**src/rtl/regfile_2r1w.sv**
```systemverilog
// ---------------------------------------------------------------------------
// regfile_2r1w
//   Register file with two independent read ports and one write port.
//   Reads are registered: one cycle latency with a per-port valid strobe.
//   A write and a read to the same in-range address at the same edge return
//   the new data (write-through bypass). Out-of-range reads return 0.
//
// Parameters
//   WIDTH   : data width (1..32)
//   DEPTH   : number of registers (2..32, any value)
//   ZERO_R0 : 1 -> register 0 is hard-wired to zero
//
// Ports
//   clk               : clock, all state updates on rising edge
//   reset             : synchronous active-high reset (registers, read outputs)
//   clr               : synchronous clear of all registers
//   we/waddr/wdata    : write port
//   re_a/raddr_a      : read request, port A
//   rdata_a/rvalid_a  : registered read data and valid, port A
//   re_b/raddr_b      : read request, port B
//   rdata_b/rvalid_b  : registered read data and valid, port B
// ---------------------------------------------------------------------------
module regfile_2r1w #(
  parameter int WIDTH   = 4,
  parameter int DEPTH   = 4,
  parameter int ZERO_R0 = 0,
  localparam int AW     = (DEPTH <= 2) ? 1 : $clog2(DEPTH)
) (
  input  logic             clk,
  input  logic             reset,
  input  logic             clr,
  input  logic             we,
  input  logic [AW-1:0]    waddr,
  input  logic [WIDTH-1:0] wdata,
  input  logic             re_a,
  input  logic [AW-1:0]    raddr_a,
  output logic [WIDTH-1:0] rdata_a,
  output logic             rvalid_a,
  input  logic             re_b,
  input  logic [AW-1:0]    raddr_b,
  output logic [WIDTH-1:0] rdata_b,
  output logic             rvalid_b
);

  // One extra bit so DEPTH itself fits when DEPTH is a power of two.
  localparam logic [AW:0] DEPTH_C = (AW+1)'(DEPTH);

  logic [WIDTH-1:0] r_mem [DEPTH];

  logic             w_waddr_ok;
  logic             w_wr_en;
  logic [DEPTH-1:0] w_wsel;

  // A write is effective only when in range, not targeting a hard-wired
  // zero register, and not overridden by a clear in the same cycle.
  assign w_waddr_ok = ({1'b0, waddr} < DEPTH_C) && !((ZERO_R0 != 0) && (waddr == '0));
  assign w_wr_en    = we && !clr && w_waddr_ok;

  genvar gi;
  generate
    for (gi = 0; gi < DEPTH; gi++) begin : g_wsel
      assign w_wsel[gi] = w_wr_en && (waddr == AW'(gi));
    end
  endgenerate

  always_ff @(posedge clk) begin
    if (reset || clr) begin
      for (int i = 0; i < DEPTH; i++) r_mem[i] <= '0;
    end else begin
      for (int i = 0; i < DEPTH; i++) begin
        if (w_wsel[i]) r_mem[i] <= wdata;
      end
    end
  end

  // Read ports: identical logic instantiated twice.
  generate
    for (gi = 0; gi < 2; gi++) begin : g_port
      logic [AW-1:0]    w_raddr;
      logic             w_re;
      logic             w_readable;
      logic [WIDTH-1:0] w_mem_rd;
      logic [WIDTH-1:0] w_next;
      logic [WIDTH-1:0] r_rdata;
      logic             r_rvalid;

      assign w_raddr = (gi == 0) ? raddr_a : raddr_b;
      assign w_re    = (gi == 0) ? re_a : re_b;

      assign w_readable = ({1'b0, w_raddr} < DEPTH_C) &&
                          !((ZERO_R0 != 0) && (w_raddr == '0));

      // Explicit decode keeps non-power-of-two depths free of
      // out-of-bounds array indexing.
      always_comb begin
        w_mem_rd = '0;
        for (int i = 0; i < DEPTH; i++) begin
          if (w_raddr == AW'(i)) w_mem_rd = r_mem[i];
        end
      end

      // w_wr_en already excludes clr, so a read coincident with a clear
      // sees the pre-clear contents rather than bypassed write data.
      always_comb begin
        if (!w_readable)
          w_next = '0;
        else if (w_wr_en && (waddr == w_raddr))
          w_next = wdata;
        else
          w_next = w_mem_rd;
      end

      always_ff @(posedge clk) begin
        if (reset) begin
          r_rdata  <= '0;
          r_rvalid <= 1'b0;
        end else begin
          r_rvalid <= w_re;
          if (w_re) r_rdata <= w_next;
        end
      end
    end
  endgenerate

  assign rdata_a  = g_port[0].r_rdata;
  assign rvalid_a = g_port[0].r_rvalid;
  assign rdata_b  = g_port[1].r_rdata;
  assign rvalid_b = g_port[1].r_rvalid;

endmodule

```
**config.mk**
```make
export PLATFORM = sky130hd
export DESIGN_NAME = regfile_2r1w
export DESIGN_NICKNAME = d
export VERILOG_FILES = /design/src/rtl/regfile_2r1w.sv
export SDC_FILE = /design/constraint.sdc
export NUM_CORES = 1
export LEC_CHECK = 0
export BUFFER_PORTS_ARGS = -buffer_cell sky130_fd_sc_hd__buf_4
export CAP_MARGIN = 20
export CORE_UTILIZATION = 40
export CTS_BUF_LIST = sky130_fd_sc_hd__clkbuf_8
export DETAILED_ROUTE_END_ITERATION = 6
export GPL_ROUTABILITY_DRIVEN = 0
export HOLD_SLACK_MARGIN = 0.12
export PLACE_DENSITY_LB_ADDON = 0.3
export RECOVER_POWER = 25
export SKIP_LAST_GASP = 1
export SLEW_MARGIN = 20
export SYNTH_ARGS = -nofsm -noshare
export SYNTH_HDL_FRONTEND = slang
export SYNTH_SLANG_ARGS = --single-unit
```
**constraint.sdc**
```tcl
create_clock -name clk -period 3.7 [get_ports clk]
set_input_delay 0.74 -clock clk [delete_from_list [all_inputs] [get_ports clk]]
set_output_delay 0.74 -clock clk [all_outputs]
set_load 0.02 [all_outputs]
```
# [Yosys cells after proc, flatten, opt, wreduce, memory -nomap -nowiden]
# Memory sizes are Yosys's and may differ from the RTL's.
# Index checks and enable logic that the tools add are counted.
[op_classes] n_eq_ne=11 n_mux=28 n_bitwise=4 n_reduce_logical=12
[op_table] operator="2-to-1 mux 4 bit" n=14
[op_table] operator="2-to-1 mux 1 bit" n=14
[op_table] operator="== test 2 bit (second input constant)" n=6
[op_table] operator="logical AND 1 bit" n=7
[op_table] operator="== test 2 x 1 -> 1 bit (second input constant)" n=3
[op_table] operator="zero test 2 bit" n=3
[op_table] operator="== test 2 bit" n=2
[op_table] operator="bitwise OR 1 bit" n=4
[op_table] operator="zero test 1 bit" n=1
[op_table] operator="logical OR 1 bit" n=1
[totals] mem_count=1 ff_bits=10 in_bits=16 out_inout_bits=10 mem_bits_rw=16
[memory_table] name="r_mem" words=4 word_bits=4 read_ports=4 rd_ports_with_merged_regs=0 wr=4 line_no="48" text="logic [WIDTH-1:0] r_mem [DEPTH];"

# [Longest topological paths before layout]
[depth] word_depth=7 mapped_depth=4 depth_no_buf=3

# [Worst setup path before layout]
# No wires, ideal clock.
[synth_path] kind="input to register" from="input port waddr[1]" to="memory r_mem[0][0] (enable)" setup_time_ns=0.361 setup_slack_ns=1.975 stages=3 n_path_buf=1 arrival_time_ns=1.364 path_cell_list="buf_6 > nand2b_1 > o21ai_0"
[synth_lines] element="start: declaration" line_no="33" text="input logic [AW-1:0] waddr,"
[synth_lines] element="end: declaration" line_no="48"

==> results.tsv <==
metric	value	unit
critical path type	in -> reg	
largest family of logic cells by synthesized area	simple AND/OR/NAND/NOR gates	
Most used DFF post-synth	edfxtp_1	
Sink Count	26	
Synth area leader	edfxtp_1	
WL final	3016	um
clk buf depth	2	
Avg Inst Size Synth	12.36	um2
total negative slack	0	ns
measured slew at the worst slew-check pin	0.7075	ns
Worst IR Drop VDD	0.1801	mV
CP endpoint	r_mem[0][2]	
Starting Density	0.4267	
arrival time worst endpoint	1.73	ns
r2r startpoint	r_mem[3][0]	
Core Footprint	3390	um2
path type of the worst min-delay path	reg -> reg	
fillers	324	
FF-to-FF path depth	3	
Layout area overhead	11.33	%
Post-DRT Antenna Nets	0	
Post-synth EDFFs	16	
Final setup viols	0	
Finished Core Util	0.4751	
layout cells sized above 1	0.2148	
Worst Skew	0.008820	ns
Die Ht	62.13	um
n_diodes	0	
FF+latch count, synth	26	
worst path cell trace	clkbuf_1 -> nor2_1 -> o21ai_0	
Remaining Overflow, GRT	0	
cell count after synthesis	117	
worst r2r dst	rdata_b[0]	
CTS clock-pin slew for the worst setup and hold paths	0.09	ns
Clock H-tree levels	1	
footprint of the multi-input gates	676.9	um2
slowest CP cell	clkbuf_1	
crit path time final	1.813	ns
mapped cell area	1446	um2
P_leak	0.5583	nW
Hold Vio Cnt, Final	0	
crit start category	input pin	
CTS root buf	clkbuf_8	
first-pass GRT wire length	4767	um
ys async rst share	0	
CP Launch Point	reset	
Via-to-Cell Ratio	5.481	
CTS tree	yes	
CP endpoint kind	flip-flop	
Routed WL per cell	16.66	um
largest net degree at the start of global routing	16	
yosys warns	0	
mux contribution to synthesized area	0.1246	
vias after detailed routing	992	
status	complete, no violations	
adder-cell share of the synthesized area	0	
Die X	62.13	um
dpl hpwl	2358	um
Worst R2R Setup Slack	2.38	ns
Synth Area in XOR/XNOR	0.05882	
post-route clock period utilization	0.4899	
# IOs	26	
postcts setup bufs	0	
Initial DRC Count	46	
Synth top area share	0.3322	
post-cts hold buffer count	0	
Max-Cap Viols	0	
cell row count	21	
PostCTS Resize Cnt	0	
WP data required	3.62	ns
Post-Synth Simple-Gate Area	0.1851	
Seq/Total Area, Yosys	0.4706	
RSZ-0062 raised after global routing	no	
Max-Slew Margin vs Limit	0.5283	
Critical Path Max Stage Delay	0.52	ns
port bufs	25	
First-pass DRT Iterations	4	
DRC violations left	0	
Final nets	152	
FF+latch area	680.7	um2
Crit Path Max Fanout	15	
Die ar.	3860	um2
Power Density	375.3	nW/um2
Num CTS Buffers	3	
gr usage total	0.1644	
post-synth cell types	25	
max-slew violations	0	
synth cell count leaders	and2_1 (16), edfxtp_1 (16), dfxtp_1 (10), nor2_1 (9)	
fmax	551.7	MHz
vias in the first global route	931	
Synth Area in Compound Gates	0.1038	
Synth Net Count	133	
Worst-Skew Late Latency	0.27	ns
initial antenna violation count	0	
leading post-synthesis cells by cell area	edfxtp_1 (33%), dfxtp_1 (14%), mux4_2 (12%), and2_1 (6.9%), a311oi_1 (4.8%)	
## layer usage
metal	part of all wire	GRT usage	up-vias
met5	0	0	-
met4	0.033	0.09012	0
met3	0.046	0.01287	8
met2	0.48	0.2665	37
met1	0.44	0.2186	462
li1	-	-	485
## sequential cells by signal, summed over array words and instances (netlist names)
signal and cells:
rdata_a 4, rvalid_b 1, r_mem 16, rvalid_a 1, rdata_b 4
## report_power, final
group | switching [mW] | total, mW | leakage [nW] | internal, mW
sequential | 0.0103 | 0.336 | 0.260 | 0.326
clock | 0.0870 | 0.161 | 0.0231 | 0.0744
combinational | 0.0624 | 0.107 | 0.276 | 0.0443
## placed cells by master, fill, tap and decap left out, drive strengths merged
master,n
a311oi,8
and2,16
buf,14
clkbuf,14
clkinv,1
dfxtp,10
edfxtp,16
inv,1
mux4,8
nand2,1
nand2b,2
nand4,8
nor2,9
nor2b,3
nor4,2
nor4b,2
o21ai,4
o31ai,8
xnor2,4
xor2,4
## per-stage QoR
step                instance area [um2]  cells  hold WS [ns]  total power [mW]  setup WS, ns
floorplan                          1446    117        0.5550            0.4175         1.975
global placement                   1613    177        0.4785            0.4544         1.733
detailed placement                 1613    177        0.4814            0.4568         1.665
CTS                                1658    181        0.4929            0.6150         1.946
global route                       1610    181        0.5249            0.6310         1.773
finish                             1610    181        0.4870            0.6043         1.887
## worst min path at each step
stage	from	slack, ns	depth (start not counted)	endpoint
floorplan	rdata_a[0]	0.55	2	rdata_a[0]
detailed placement	rdata_b[2]	0.48	2	rdata_b[2]
global placement	rdata_b[1]	0.48	2	rdata_b[1]
finish	rdata_b[2]	0.49	2	rdata_b[2]
CTS	rdata_b[3]	0.49	2	rdata_b[3]
global route	rdata_b[2]	0.52	2	rdata_b[2]
## cells by family after synthesis
kind of cell / after synthesis
mux: 8
buf+inv: 12
flops: 26
xor+xnor: 8
compound gates: 20
simple gates: 43
## worst max-delay path, delay by kind of cell
family / cells / cell delay (ns)
buffers and inverters: 1 / 0.52
AO/OA/AOI/OAI: 1 / 0.29
AND/OR/NAND/NOR: 1 / 0.17
## final cells by class
type,instances,area share
clock buffer,3,0.02564
clock inverter,1,0.002331
sequential,26,0.4227
multi-input combinational,79,0.4204
timing repair buffer,25,0.09091
tap,46,0.03574
inverter,1,0.002331
Note: power is estimated with default switching activity, not from simulation.
